File: src/rtl/riscv_pkg.sv
// Shared types and constants for the instruction-memory loader.
`default_nettype none

package riscv_pkg;

  typedef enum logic [2:0] {
    S_IDLE   = 3'd0,
    S_LEN_LO = 3'd1,
    S_LEN_HI = 3'd2,
    S_DATA   = 3'd3,
    S_WRITE  = 3'd4,
    S_DONE   = 3'd5,
    S_ERROR  = 3'd6
  } loader_state_t;

  localparam int WORD_BYTES = 4;
  localparam int LEN_BYTES  = 2;

endpackage

`default_nettype wire

File: src/rtl/imem_loader_if.sv
// Byte-stream input and instruction-memory write port of the loader.
`default_nettype none

interface imem_loader_if;

  logic        byte_valid;
  logic [7:0]  byte_data;
  logic        byte_ready;
  logic        mem_we;
  logic [31:0] mem_addr;
  logic [31:0] mem_wdata;

  // Stream source and memory sink side.
  modport master (
    output byte_valid, byte_data,
    input  byte_ready, mem_we, mem_addr, mem_wdata
  );

  // Loader side.
  modport slave (
    input  byte_valid, byte_data,
    output byte_ready, mem_we, mem_addr, mem_wdata
  );

endinterface

`default_nettype wire

File: src/rtl/imem_loader_byte_assembler.sv
// Shifts accepted little-endian bytes into a 32-bit word; flags the last byte of each word.
`default_nettype none

module imem_loader_byte_assembler
  import riscv_pkg::*;
(
  input  logic        clk,
  input  logic        reset,
  input  logic        i_clear,
  input  logic        i_accept,
  input  logic [7:0]  i_byte,
  output logic [31:0] o_word,
  output logic        o_last
);

  localparam int CW = $clog2(WORD_BYTES);

  logic [CW-1:0] r_cnt;
  logic [31:0]   r_word;

  // Includes the byte being accepted, so the full word is ready on the last-byte cycle.
  assign o_word = {i_byte, r_word[31:8]};
  assign o_last = i_accept && (r_cnt == CW'(WORD_BYTES - 1));

  always_ff @(posedge clk or posedge reset) begin
    if (reset) begin
      r_cnt  <= '0;
      r_word <= '0;
    end else if (i_clear) begin
      r_cnt  <= '0;
    end else if (i_accept) begin
      r_word <= o_word;
      r_cnt  <= r_cnt + CW'(1);
    end
  end

endmodule

`default_nettype wire

File: src/rtl/imem_loader.sv
// Loads a length-prefixed byte stream into instruction memory and holds the core in reset until done.
`default_nettype none

module imem_loader
  import riscv_pkg::*;
#(
  parameter int unsigned DEPTH     = 256,
  parameter logic [31:0] BASE_ADDR = 32'h0000_0000
) (
  input  logic  clk,
  input  logic  reset,
  input  logic  start,
  imem_loader_if.slave bus,
  output logic  core_reset,
  output logic  busy,
  output logic  done,
  output logic  error
);

  localparam int IW = $clog2(DEPTH + 1);

  loader_state_t r_state;
  loader_state_t w_next;

  logic [15:0]   r_count;
  logic [IW-1:0] r_idx;
  logic [31:0]   r_addr;
  logic [31:0]   r_wdata;

  logic          w_accept;
  logic          w_start;
  logic          w_last;
  logic          w_last_word;
  logic [15:0]   w_len;
  logic [31:0]   w_word;

  assign bus.byte_ready = (r_state == S_LEN_LO) || (r_state == S_LEN_HI) || (r_state == S_DATA);
  assign bus.mem_we     = (r_state == S_WRITE);
  assign bus.mem_addr   = r_addr;
  assign bus.mem_wdata  = r_wdata;

  assign busy       = bus.byte_ready || (r_state == S_WRITE);
  assign done       = (r_state == S_DONE);
  assign error      = (r_state == S_ERROR);
  assign core_reset = (r_state != S_DONE);

  assign w_accept    = bus.byte_valid && bus.byte_ready;
  assign w_start     = start && ((r_state == S_IDLE) || (r_state == S_DONE) || (r_state == S_ERROR));
  assign w_len       = {bus.byte_data, r_count[7:0]};
  assign w_last_word = ((16'(r_idx) + 16'd1) == r_count);

  imem_loader_byte_assembler u_asm (
    .clk      (clk),
    .reset    (reset),
    .i_clear  (w_start),
    .i_accept (w_accept && (r_state == S_DATA)),
    .i_byte   (bus.byte_data),
    .o_word   (w_word),
    .o_last   (w_last)
  );

  always_ff @(posedge clk or posedge reset) begin
    if (reset) begin
      r_state <= S_IDLE;
    end else begin
      r_state <= w_next;
    end
  end

  always_comb begin
    w_next = r_state;
    unique case (r_state)
      S_IDLE, S_DONE, S_ERROR: begin
        if (w_start) w_next = S_LEN_LO;
      end
      S_LEN_LO: begin
        if (w_accept) w_next = S_LEN_HI;
      end
      S_LEN_HI: begin
        if (w_accept) begin
          if (w_len == 16'd0)              w_next = S_DONE;
          else if (32'(w_len) > DEPTH)     w_next = S_ERROR;
          else                             w_next = S_DATA;
        end
      end
      S_DATA: begin
        if (w_last) w_next = S_WRITE;
      end
      S_WRITE: begin
        w_next = w_last_word ? S_DONE : S_DATA;
      end
      default: w_next = S_IDLE;
    endcase
  end

  always_ff @(posedge clk or posedge reset) begin
    if (reset) begin
      r_count <= '0;
      r_idx   <= '0;
      r_addr  <= BASE_ADDR;
      r_wdata <= '0;
    end else begin
      if (w_start) begin
        r_count <= '0;
        r_idx   <= '0;
      end
      if (w_accept && (r_state == S_LEN_LO)) r_count[7:0]  <= bus.byte_data;
      if (w_accept && (r_state == S_LEN_HI)) r_count[15:8] <= bus.byte_data;
      // Address and data are latched on the fourth byte so they are stable throughout WRITE.
      if (w_last) begin
        r_addr  <= BASE_ADDR + (32'(r_idx) << 2);
        r_wdata <= w_word;
      end
      if (r_state == S_WRITE) r_idx <= r_idx + IW'(1);
    end
  end

endmodule

`default_nettype wire

File: src/flat_wrapper.sv
// flat-port wrapper written by rule: the top's interface ports become plain ports
module imem_loader_flat import riscv_pkg::*;
#(
  parameter int unsigned DEPTH     = 256,
  parameter logic [31:0] BASE_ADDR = 32'h0000_0000
)
  (clk, reset, start, core_reset, busy, done, error, bus_byte_valid, bus_byte_data, bus_byte_ready, bus_mem_we, bus_mem_addr, bus_mem_wdata);
  imem_loader_if bus_i ();
  input  logic clk;
  input  logic reset;
  input  logic start;
  output logic core_reset;
  output logic busy;
  output logic done;
  output logic error;
  input wire logic [$bits(bus_i.byte_valid)-1:0] bus_byte_valid;
  input wire logic [$bits(bus_i.byte_data)-1:0] bus_byte_data;
  output wire logic [$bits(bus_i.byte_ready)-1:0] bus_byte_ready;
  output wire logic [$bits(bus_i.mem_we)-1:0] bus_mem_we;
  output wire logic [$bits(bus_i.mem_addr)-1:0] bus_mem_addr;
  output wire logic [$bits(bus_i.mem_wdata)-1:0] bus_mem_wdata;
  assign bus_i.byte_valid = bus_byte_valid;
  assign bus_i.byte_data = bus_byte_data;
  assign bus_byte_ready = bus_i.byte_ready;
  assign bus_mem_we = bus_i.mem_we;
  assign bus_mem_addr = bus_i.mem_addr;
  assign bus_mem_wdata = bus_i.mem_wdata;
  imem_loader #(.DEPTH(DEPTH), .BASE_ADDR(BASE_ADDR)) u_core (.clk(clk), .reset(reset), .start(start), .bus(bus_i), .core_reset(core_reset), .busy(busy), .done(done), .error(error));
endmodule
File: config.mk
export PLATFORM = sky130hd
export DESIGN_NAME = imem_loader_flat
export DESIGN_NICKNAME = d
export VERILOG_FILES = /design/src/rtl/riscv_pkg.sv /design/src/rtl/imem_loader_if.sv /design/src/rtl/imem_loader_byte_assembler.sv /design/src/rtl/imem_loader.sv /design/src/flat_wrapper.sv
export SDC_FILE = /design/constraint.sdc
export NUM_CORES = 1
export LEC_CHECK = 0
export BUFFER_PORTS_ARGS = -buffer_cell sky130_fd_sc_hd__buf_2
export CAP_MARGIN = 30
export CORE_MARGIN = 10
export CORE_UTILIZATION = 55
export CTS_BUF_LIST = sky130_fd_sc_hd__clkbuf_16
export CTS_CLUSTER_SIZE = 24
export DETAILED_ROUTE_END_ITERATION = 16
export GPL_TIMING_DRIVEN = 0
export PLACE_DENSITY = 0.79
export SKIP_CTS_REPAIR_TIMING = 1
export SYNTH_ARGS = -nofsm -noshare
export SYNTH_HDL_FRONTEND = slang
export SYNTH_SLANG_ARGS = --single-unit
File: constraint.sdc
create_clock -name clk -period 4 [get_ports clk]
set_clock_uncertainty 0.05 [all_clocks]
set_input_delay 1.2 -clock clk [delete_from_list [all_inputs] [get_ports clk]]
set_output_delay 1.2 -clock clk [all_outputs]
set_load 0.02 [all_outputs]
==> impl_metrics.env, run 1 <==
export IMPL_status="complete, no violations"
export IMPL_worstHoldEndpoint="u_core.u_asm.r_word[12]$_DFFE_PP0P_"
export IMPL_cts_buffers=9
export IMPL_internal_power_mw=2.06
export IMPL_finalPower_mw=3.32
export IMPL_io_buffer_count=57
export IMPL_grt_max_degree=50
export IMPL_max_cap_violations=0
export IMPL_hold_class="flip-flop to flip-flop"
export IMPL_clk_pin_slew_worst_paths_ns=0.07
export IMPL_clock_sinks=95
export IMPL_grt_pass1_wl_um=16700
export IMPL_place_area_um2=4950
export IMPL_drv_slew=0
export IMPL_antenna_left=0
export IMPL_fin_nets=541
export IMPL_dieArea_um2=12000
export IMPL_ys_async_sr_fraction_pct=100
export IMPL_arrival_ns=2.02
export IMPL_ys_ff_latch=95
export IMPL_synth_simple_area_share_pct=17.8
export IMPL_hold_violations=0
export IMPL_die_h_um=110
export IMPL_cts_tree="built"
export IMPL_post_synth_top_count_cell="nand2_1"
export IMPL_pwr_share_comb_pct=31.9
export IMPL_syn_area_um2=4420
export IMPL_yosys_warnings=0
export IMPL_cts_root_buf="clkbuf_16"
export IMPL_globalRouteTotalUtil_pct=17.4
export IMPL_place_congestion=0.889
export IMPL_clkLatencyLatePin_ns=0.34
export IMPL_drt_iter0_markers=196
export IMPL_drt_pass1_iterations=4
export IMPL_cp_slowest_cell="or3_1"
export IMPL_crit_chain="buf_2, inv_1, or3_1, clkbuf_1, inv_1, buf_2"
export IMPL_hp_start="u_core.u_asm.r_word[12]$_DFFE_PP0P_"
export IMPL_synth_fa_ha_area_share_pct=0.566
export IMPL_reg2reg_depth=8
export IMPL_avgRoutedWirePerCell_um=16.2
export IMPL_fin_crit_sh_pct=81.6
export IMPL_p_seq_share_pct=42.4
export IMPL_power_share_switching_pct=38.0
export IMPL_design_portCount=82
export IMPL_leakagePower_nw=2.78
export IMPL_areaGrowthSynthToFinish_pct=18.8
export IMPL_antenna_found_initial=0
export IMPL_whs_path_depth=2
export IMPL_initial_core_util_pct=56.9
export IMPL_place_ws_ns=1.12
export IMPL_tightest_slew_ns=0.933
export IMPL_max_freq_mhz=306
export IMPL_reg2reg_to="u_core.r_state[2]$_DFFE_PP0P_"
export IMPL_setup_viol=0
export IMPL_design_area_um2=5250
export IMPL_synth_flop_cell="dfrtp_1"
export IMPL_rsz0062_at_grt="no"
export IMPL_power_density_nw_per_um2=632
export IMPL_yosysSeqAreaShare_pct=53.7
export IMPL_yosys_top_cells_count="124 x nand2_1, 95 x dfrtp_1, 41 x mux2_2, 30 x o21ai_0, 23 x buf_4"
export IMPL_cp_max_fo=10
export IMPL_finalSetupTns_ns=0
export IMPL_num_antenna_cells=0
export IMPL_period_needed_ns=3.27
export IMPL_fin_ws_ns=0.734
export IMPL_synth_edf_count=0
export IMPL_synth_top_area_share_pct=53.7
export IMPL_crit_family="buffers and inverters"
export IMPL_cts_max_level=3
export IMPL_crit_path_end_kind="output pin"
export IMPL_viasPerCell=5.32
export IMPL_overflow=0
export IMPL_synth_top_family_by_area="simple AND/OR/NAND/NOR gates"
export IMPL_synth_area_leaders="dfrtp_1 54%, nand2_1 11%, mux2_2 10%, buf_4 3.9%, o21ai_0 3.4%"
export IMPL_fin_hold_ws_ns=0.426
export IMPL_drc_errors=0
export IMPL_ir_drop_mv=0.419
export IMPL_fp_dieW_um=110
export IMPL_vias=3371
export IMPL_finalWirelength_um=10300
export IMPL_grt_pass1_vias=3354
export IMPL_crit_type="flip-flop to output pin"
export IMPL_core_um2=7770
export IMPL_synth_mux_area_share_pct=11.0
export IMPL_power_switching_mw=1.26
export IMPL_slew_headroom_pct=37.6
export IMPL_ys_types=46
export IMPL_place_hpwl_um=7610
export IMPL_avgSynthCellArea_um2=10.1
export IMPL_drive_gt1_share_pct=29.3
export IMPL_synth_compound_area_share_pct=6.93
export IMPL_r2r_start="u_core.r_idx[0]$_DFFE_PP0P_"
export IMPL_critical_path_required_ns=2.75
export IMPL_worst_path_buf_inv=5
export IMPL_row_count=32
export IMPL_clock_power_share_pct=25.7
export IMPL_synth_xor_area_share_pct=3.37
export IMPL_clockBufferDepth=2
export IMPL_yosysTopAreaCell="dfrtp_1"
export IMPL_rrSetupSlack_ns=1.63
export IMPL_start_kind="flip-flop"
export IMPL_crit_cells=6
export IMPL_slowest_delay_ns=0.39
export IMPL_syn_instance_count=436
[state kept, by name, summed over array words and instances (netlist names)]
register	count
u_core.bus.mem_addr	9
u_core.bus.mem_wdata	32
u_core.r_count	16
u_core.r_idx	9
u_core.r_state	3
u_core.u_asm.r_cnt	2
u_core.u_asm.r_word	24
[worst register-to-register path, delay by kind of cell (launching register included)]
family / cells / cell delay [ns]
AOI/OAI and AO/OA: 3 / 1.02
adders and majority gates: 1 / 0.20
buffers and inverters: 1 / 0.21
DFF: 1 / 0.49
and+or+nand+nor: 3 / 0.34
[routing by layer]
metal	GRT usage (%)	vias up	share of wire (%)
li1	-	1593	-
met1	21.7	1652	42
met2	28.7	117	49
met3	5.73	9	7.9
met4	4.18	0	0.94
met5	0	-	0
[layout make-up]
class                   count  area (µm²)
fillers                   633        2510
flip-flops and latches     95        2380
multi-input cells         312        1840
repair buffers             58         313
plain buffers              44         262
clock buffers               9         225
well taps                 102         128
clock inverters             7        78.8
inverters                   7        28.8
[worst max-delay path by stage]
stage / from / endpoint / slack [ns]
3_5_place_dp: u_core.r_state[2]$_DFFE_PP0P_ / bus_mem_we / 1.12
5_1_grt: u_core.r_state[2]$_DFFE_PP0P_ / bus_mem_we / 0.60
6_report: u_core.r_state[2]$_DFFE_PP0P_ / bus_mem_we / 0.73
3_3_place_gp: reset / u_core.bus.mem_wdata[4]$_DFFE_PP0P_ / -0.70
4_1_cts: u_core.r_state[2]$_DFFE_PP0P_ / bus_mem_we / 0.74
2_1_floorplan: reset / u_core.bus.mem_addr[10]$_DFFE_PP0P_ / 0.27
[metrics by stage]
step | cells | utilization (%)
floorplan | 458 | -
global placement | 617 | 63.3
detailed placement | 618 | 63.7
CTS | 634 | 67.6
global route | 634 | 67.6
finish | 634 | 67.6
[cells by family after synthesis]
family | Yosys count
and+or+nand+nor | 176
DFF | 95
AOI/OAI and AO/OA | 51
buffers and inverters | 51
muxes | 43
xor gates and xnor gates | 17
adders and majority gates | 2
other | 1
[layout by cell type, fill, tap and decap left out, types with 9 or more instances in the layout]
cell type,instances
nand2_1,124
dfrtp_1,95
buf_2,64
mux2_2,41
o21ai_0,30
buf_4,23
conb_1,23
nor2_1,15
xnor2_1,12
clkbuf_1,10
clkbuf_16,9
[power groups by stage]
| stage | combinational [mW] | sequential (mW) | clock, mW |
|---|---|---|---|
| 6_report | 1.06 | 1.41 | 0.853 |
| 5_1_grt | 1.18 | 1.44 | 0.898 |
| 4_1_cts | 1.06 | 1.40 | 0.862 |
| 3_5_place_dp | 1.05 | 1.42 | 0 |
| 3_3_place_gp | 0.996 | 1.40 | 0 |
| 2_1_floorplan | 0.712 | 1.43 | 0 |
No activity file was read; power rests on OpenSTA's default activity.
==> run 2: changes to the inputs <==
--- a/config.mk
+++ b/config.mk
@@ -8,12 +8,12 @@
 export BUFFER_PORTS_ARGS = -buffer_cell sky130_fd_sc_hd__buf_2
 export CAP_MARGIN = 30
 export CORE_MARGIN = 10
-export CORE_UTILIZATION = 55
+export CORE_UTILIZATION = 50
 export CTS_BUF_LIST = sky130_fd_sc_hd__clkbuf_16
 export CTS_CLUSTER_SIZE = 24
 export DETAILED_ROUTE_END_ITERATION = 16
 export GPL_TIMING_DRIVEN = 0
-export PLACE_DENSITY = 0.79
+export PLACE_DENSITY = 0.76
 export SKIP_CTS_REPAIR_TIMING = 1
 export SYNTH_ARGS = -nofsm -noshare
 export SYNTH_HDL_FRONTEND = slang
==> constraint.sdc (replaced) <==
create_clock -name clk -period 2.7 [get_ports clk]
set_clock_uncertainty 0.05 [all_clocks]
set_input_delay 0.81 -clock clk [delete_from_list [all_inputs] [get_ports clk]]
set_output_delay 0.81 -clock clk [all_outputs]
set_load 0.02 [all_outputs]
==> impl_metrics.env, run 2 (same netlist as run 1, synthesis figures left out) <==
export IMPL_status="complete, no violations"
export IMPL_slowest_delay_ns=0.45
export IMPL_crit_chain="clkbuf_4, inv_1, or3_4, inv_2, buf_2"
export IMPL_rsz0062_at_grt="no"
export IMPL_leakagePower_nw=2.79
export IMPL_crit_family="buffers and inverters"
export IMPL_crit_cells=5
export IMPL_avgRoutedWirePerCell_um=16.2
export IMPL_areaGrowthSynthToFinish_pct=19.4
export IMPL_rrSetupSlack_ns=0.35
export IMPL_hold_violations=0
export IMPL_num_fill_cells=724
export IMPL_initial_core_util_pct=51.0
export IMPL_dieArea_um2=13000
export IMPL_clk_pin_slew_worst_paths_ns=0.07
export IMPL_reg2reg_to="u_core.r_state[1]$_DFFE_PP0P_"
export IMPL_viasPerCell=5.17
export IMPL_grt_max_degree=43
export IMPL_finalWirelength_um=10400
export IMPL_fin_hold_ws_ns=0.426
export IMPL_max_freq_mhz=380
export IMPL_design_portCount=82
export IMPL_drt_pass1_iterations=4
export IMPL_critical_path_required_ns=1.84
export IMPL_place_congestion=0.869
export IMPL_max_cap_violations=0
export IMPL_multi_input_area_um2=1850
export IMPL_cp_max_fo=10
export IMPL_drt_iter0_markers=215
export IMPL_startpoint="u_core.r_state[2]$_DFFE_PP0P_"
export IMPL_power_density_nw_per_um2=921
export IMPL_globalRouteTotalUtil_pct=16.0
export IMPL_design_area_um2=5280
export IMPL_place_hpwl_um=7570
export IMPL_finalSetupTns_ns=0
export IMPL_slew_headroom_pct=36.6
export IMPL_final_cell_mix="124 x nand2_1, 95 x dfrtp_1, 63 x buf_2"
export IMPL_crit_end="bus_mem_we"
export IMPL_largest_reg_flops=32
export IMPL_cp_slowest_cell="or3_4"
export IMPL_antenna_left=0
export IMPL_vias=3325
export IMPL_drv_slew=0
export IMPL_fp_dieW_um=114
export IMPL_die_h_um=114
export IMPL_ir_drop_mv=0.643
export IMPL_start_kind="flip-flop"
export IMPL_drive_gt1_share_pct=30.1
export IMPL_regArea_um2=2380
export IMPL_hold_class="flip-flop to flip-flop"
export IMPL_clockBufferDepth=2
export IMPL_crit_path_end_kind="output pin"
export IMPL_grt_pass1_wl_um=17000
export IMPL_io_buffer_count=57
export IMPL_clkLatencyLatePin_ns=0.34
export IMPL_reg2reg_depth=8
export IMPL_fin_crit_sh_pct=97.6
export IMPL_setup_viol=0
export IMPL_fin_nets=543
export IMPL_row_count=34
export IMPL_core_um2=8680
export IMPL_grt_pass1_vias=3422
export IMPL_final_common_cell="nand2_1"
export IMPL_overflow=0
export IMPL_cts_buffers=9
export IMPL_r2r_start="u_core.r_idx[0]$_DFFE_PP0P_"
export IMPL_cts_root_buf="clkbuf_16"
export IMPL_crit_type="flip-flop to output pin"
export IMPL_clock_sinks=95
export IMPL_tightest_slew_ns=0.949
export IMPL_cts_max_level=3
export IMPL_drc_errors=0
export IMPL_period_needed_ns=2.63
export IMPL_worst_path_buf_inv=4
export IMPL_cts_tree="built"
export IMPL_antenna_found_initial=1
export IMPL_place_area_um2=4980
export IMPL_arrival_ns=1.77
-- run 2: cell types whose count changed in the layout (fill, tap and decap cells not counted), moves of 2 or more --
cell / delta
inv_6: +3
buf_4: +2
clkinv_8: -2
clkbuf_1: -2
inv_8: -2
-- run 2: worst min-delay path: cells and delay by family, from the launching register on --
family | cells | cell delay [ns]
AND/OR/NAND/NOR | 2 | 0.10
flip-flops | 1 | 0.34
-- run 2: worst min path at each step --
stage / start / to / depth (start not counted)
after floorplan: u_core.u_asm.r_word[10]$_DFFE_PP0P_ / u_core.u_asm.r_word[10]$_DFFE_PP0P_ / 2
after global placement: u_core.u_asm.r_word[11]$_DFFE_PP0P_ / u_core.u_asm.r_word[11]$_DFFE_PP0P_ / 2
after detailed placement: u_core.u_asm.r_word[15]$_DFFE_PP0P_ / u_core.u_asm.r_word[15]$_DFFE_PP0P_ / 2
after CTS: u_core.u_asm.r_word[15]$_DFFE_PP0P_ / u_core.u_asm.r_word[15]$_DFFE_PP0P_ / 2
after global routing: u_core.u_asm.r_word[8]$_DFFE_PP0P_ / u_core.u_asm.r_word[8]$_DFFE_PP0P_ / 2
final: u_core.u_asm.r_word[15]$_DFFE_PP0P_ / u_core.u_asm.r_word[15]$_DFFE_PP0P_ / 2
-- run 2: cell type report --
class | instances | share of cell area (%)
Sequential cell | 95 | 45.0
Antenna cell | 1 | 0.0474
Multi-Input combinational cell | 312 | 35.0
Inverter | 7 | 0.569
Timing Repair Buffer | 61 | 6.59
Tap cell | 108 | 2.56
Clock buffer | 9 | 4.27
Clock inverter | 7 | 1.04
Buffer | 43 | 4.95
-- run 2: routing by layer --
metal / global-route usage [%] / share of wire (%)
met5: 0 / 0
met4: 6.35 / 2.3
met3: 4.04 / 6.3
met2: 25.6 / 48
met1: 20.2 / 44
-- run 2: per-stage QoR --
step | power (mW) | std cells | worst slack (ns) | utilization, %
2_1_floorplan | 3.17 | 458 | 0.528 | -
3_3_place_gp | 3.57 | 623 | 0.119 | 56.8
3_5_place_dp | 3.65 | 625 | 0.182 | 57.4
4_1_cts | 4.86 | 641 | -0.192 | 60.6
5_1_grt | 5.17 | 643 | 0.00381 | 60.8
6_report | 4.86 | 643 | 0.0654 | 60.8
-- run 2: power by group --
group	switching (mW)	internal, mW	total, mW	leakage (nW)
combinational	0.983	0.615	1.60	1.37
clock	0.554	0.636	1.19	0.139
sequential	0.277	1.80	2.07	1.28
total	1.81	3.05	4.86	2.79
==> run 3: changes to the inputs <==
--- a/config.mk
+++ b/config.mk
@@ -8,13 +8,14 @@
 export BUFFER_PORTS_ARGS = -buffer_cell sky130_fd_sc_hd__buf_2
 export CAP_MARGIN = 30
 export CORE_MARGIN = 10
-export CORE_UTILIZATION = 50
-export CTS_BUF_LIST = sky130_fd_sc_hd__clkbuf_16
+export CORE_UTILIZATION = 52
+export CTS_BUF_LIST = sky130_fd_sc_hd__clkbuf_4
 export CTS_CLUSTER_SIZE = 24
 export DETAILED_ROUTE_END_ITERATION = 16
 export GPL_TIMING_DRIVEN = 0
-export PLACE_DENSITY = 0.76
+export PLACE_DENSITY = 0.78
 export SKIP_CTS_REPAIR_TIMING = 1
 export SYNTH_ARGS = -nofsm -noshare
 export SYNTH_HDL_FRONTEND = slang
 export SYNTH_SLANG_ARGS = --single-unit
+export TNS_END_PERCENT = 10
==> impl_metrics.env, run 3 (same netlist as run 1, synthesis figures left out) <==
export IMPL_core_um2=8260
export IMPL_fin_nets=541
export IMPL_grt_pass1_wl_um=16800
export IMPL_design_portCount=82
export IMPL_areaGrowthSynthToFinish_pct=16.4
export IMPL_slew_headroom_pct=36.2
export IMPL_period_needed_ns=2.61
export IMPL_startpoint="u_core.r_state[2]$_DFFE_PP0P_"
export IMPL_antenna_found_initial=1
export IMPL_fp_dieW_um=112
export IMPL_clk_pin_slew_worst_paths_ns=0.16
export IMPL_arrival_ns=1.75
export IMPL_max_freq_mhz=384
export IMPL_final_util_pct=62.3
export IMPL_max_cap_violations=0
export IMPL_final_common_cell="nand2_1"
export IMPL_finalWirelength_um=10100
export IMPL_drc_errors=0
export IMPL_drt_pass1_iterations=4
export IMPL_place_ws_ns=0.157
export IMPL_die_h_um=112
export IMPL_cts_root_buf="clkbuf_4"
export IMPL_fin_hold_ws_ns=0.285
export IMPL_io_buffer_count=57
export IMPL_finalSetupTns_ns=0
export IMPL_clock_sinks=95
export IMPL_status="complete, no violations"
export IMPL_cts_max_level=3
export IMPL_critical_path_required_ns=1.84
export IMPL_largest_reg_flops=32
export IMPL_fin_crit_sh_pct=96.6
export IMPL_avgRoutedWirePerCell_um=15.9
export IMPL_leakagePower_nw=2.73
export IMPL_finalPower_mw=4.51
export IMPL_cp_max_fo=10
export IMPL_start_kind="flip-flop"
export IMPL_dieArea_um2=12600
export IMPL_viasPerCell=5.22
export IMPL_layout_cells_non_filler=638
export IMPL_multi_input_area_um2=1850
export IMPL_final_cell_mix="124 x nand2_1, 94 x dfrtp_1, 62 x buf_2"
export IMPL_ir_drop_mv=0.375
export IMPL_place_congestion=0.855
export IMPL_grt_pass1_vias=3363
export IMPL_antenna_left=0
export IMPL_vias=3328
export IMPL_overflow=0
export IMPL_dp_cells=622
export IMPL_r2r_start="u_core.r_idx[0]$_DFFE_PP0P_"
export IMPL_clkLatencyLatePin_ns=0.47
export IMPL_place_hpwl_um=7550
export IMPL_fin_ws_ns=0.0930
export IMPL_hold_class="input port to async pin"
export IMPL_place_area_um2=4970
export IMPL_crit_type="flip-flop to output pin"
export IMPL_drive_gt1_share_pct=30.8
export IMPL_drt_iter0_markers=164
export IMPL_cts_tree="built"
export IMPL_cp_slowest_cell="or3_4"
export IMPL_globalRouteTotalUtil_pct=16.1
export IMPL_crit_path_end_kind="output pin"
export IMPL_regArea_um2=2380
export IMPL_tightest_slew_ns=0.956
export IMPL_slowest_delay_ns=0.44
export IMPL_row_count=33
export IMPL_drv_slew=0
export IMPL_cts_buffers=9
export IMPL_power_density_nw_per_um2=876
export IMPL_initial_core_util_pct=53.6
export IMPL_design_area_um2=5150
export IMPL_clockBufferDepth=2
export IMPL_crit_chain="buf_4, inv_2, or3_4, inv_2, buf_4"
export IMPL_grt_max_degree=44
export IMPL_setup_viol=0
export IMPL_rsz0062_at_grt="no"
export IMPL_hold_violations=0
export IMPL_num_fill_cells=690
## run 3: changes by cell type in the layout (fill, tap and decap cells not counted), moves of 2 or more
cell,previous run,this run
inv_8,0,3
inv_6,4,1
clkbuf_16,9,0
clkbuf_1,8,6
inv_1,5,3
clkbuf_4,1,9
## run 3: final cells by class
type | count | share of cell area (%)
Antenna cell | 1 | 0.0486
Buffer | 42 | 5.03
Clock buffer | 9 | 1.31
Clock inverter | 7 | 1.90
Inverter | 7 | 0.583
Multi-Input combinational cell | 312 | 35.9
Sequential cell | 95 | 46.2
Tap cell | 105 | 2.55
Timing Repair Buffer | 60 | 6.51
## run 3: report_power, final
group          internal (mW)  total (mW)  switching [mW]
clock                  0.314       0.869           0.554
sequential              1.79        2.09           0.298
combinational          0.612        1.55           0.939
## run 3: final timing paths
path / endpoint / slack, ns / cells after the start
hold / removal: u_core.bus.mem_addr[4]$_DFFE_PP0P_ / 0.29 / 2
setup reg to reg: u_core.r_state[2]$_DFFE_PP0P_ / 0.35 / 7
min in group clk: u_core.u_asm.r_word[11]$_DFFE_PP0P_ / 0.45 / 2
max in group asynchronous: u_core.bus.mem_wdata[20]$_DFFE_PP0P_ / 1.50 / 4
setup / recovery: bus_mem_we / 0.09 / 5
hold reg to reg: u_core.u_asm.r_word[11]$_DFFE_PP0P_ / 0.45 / 2
## run 3: layer usage
layer | GRT usage, % | up-vias | share of wire [%]
met4 | 6.09 | 0 | 1.4
met5 | 0 | - | 0
met3 | 3.46 | 16 | 6.3
met1 | 20.5 | 1615 | 43
met2 | 26.5 | 102 | 49
li1 | - | 1595 | -
## run 3: critical path, delay by kind of cell (launching register included)
family                 cells  cell delay [ns]
buffers and inverters      4             0.51
flip-flops                 1             0.35
AND/OR/NAND/NOR            1             0.44
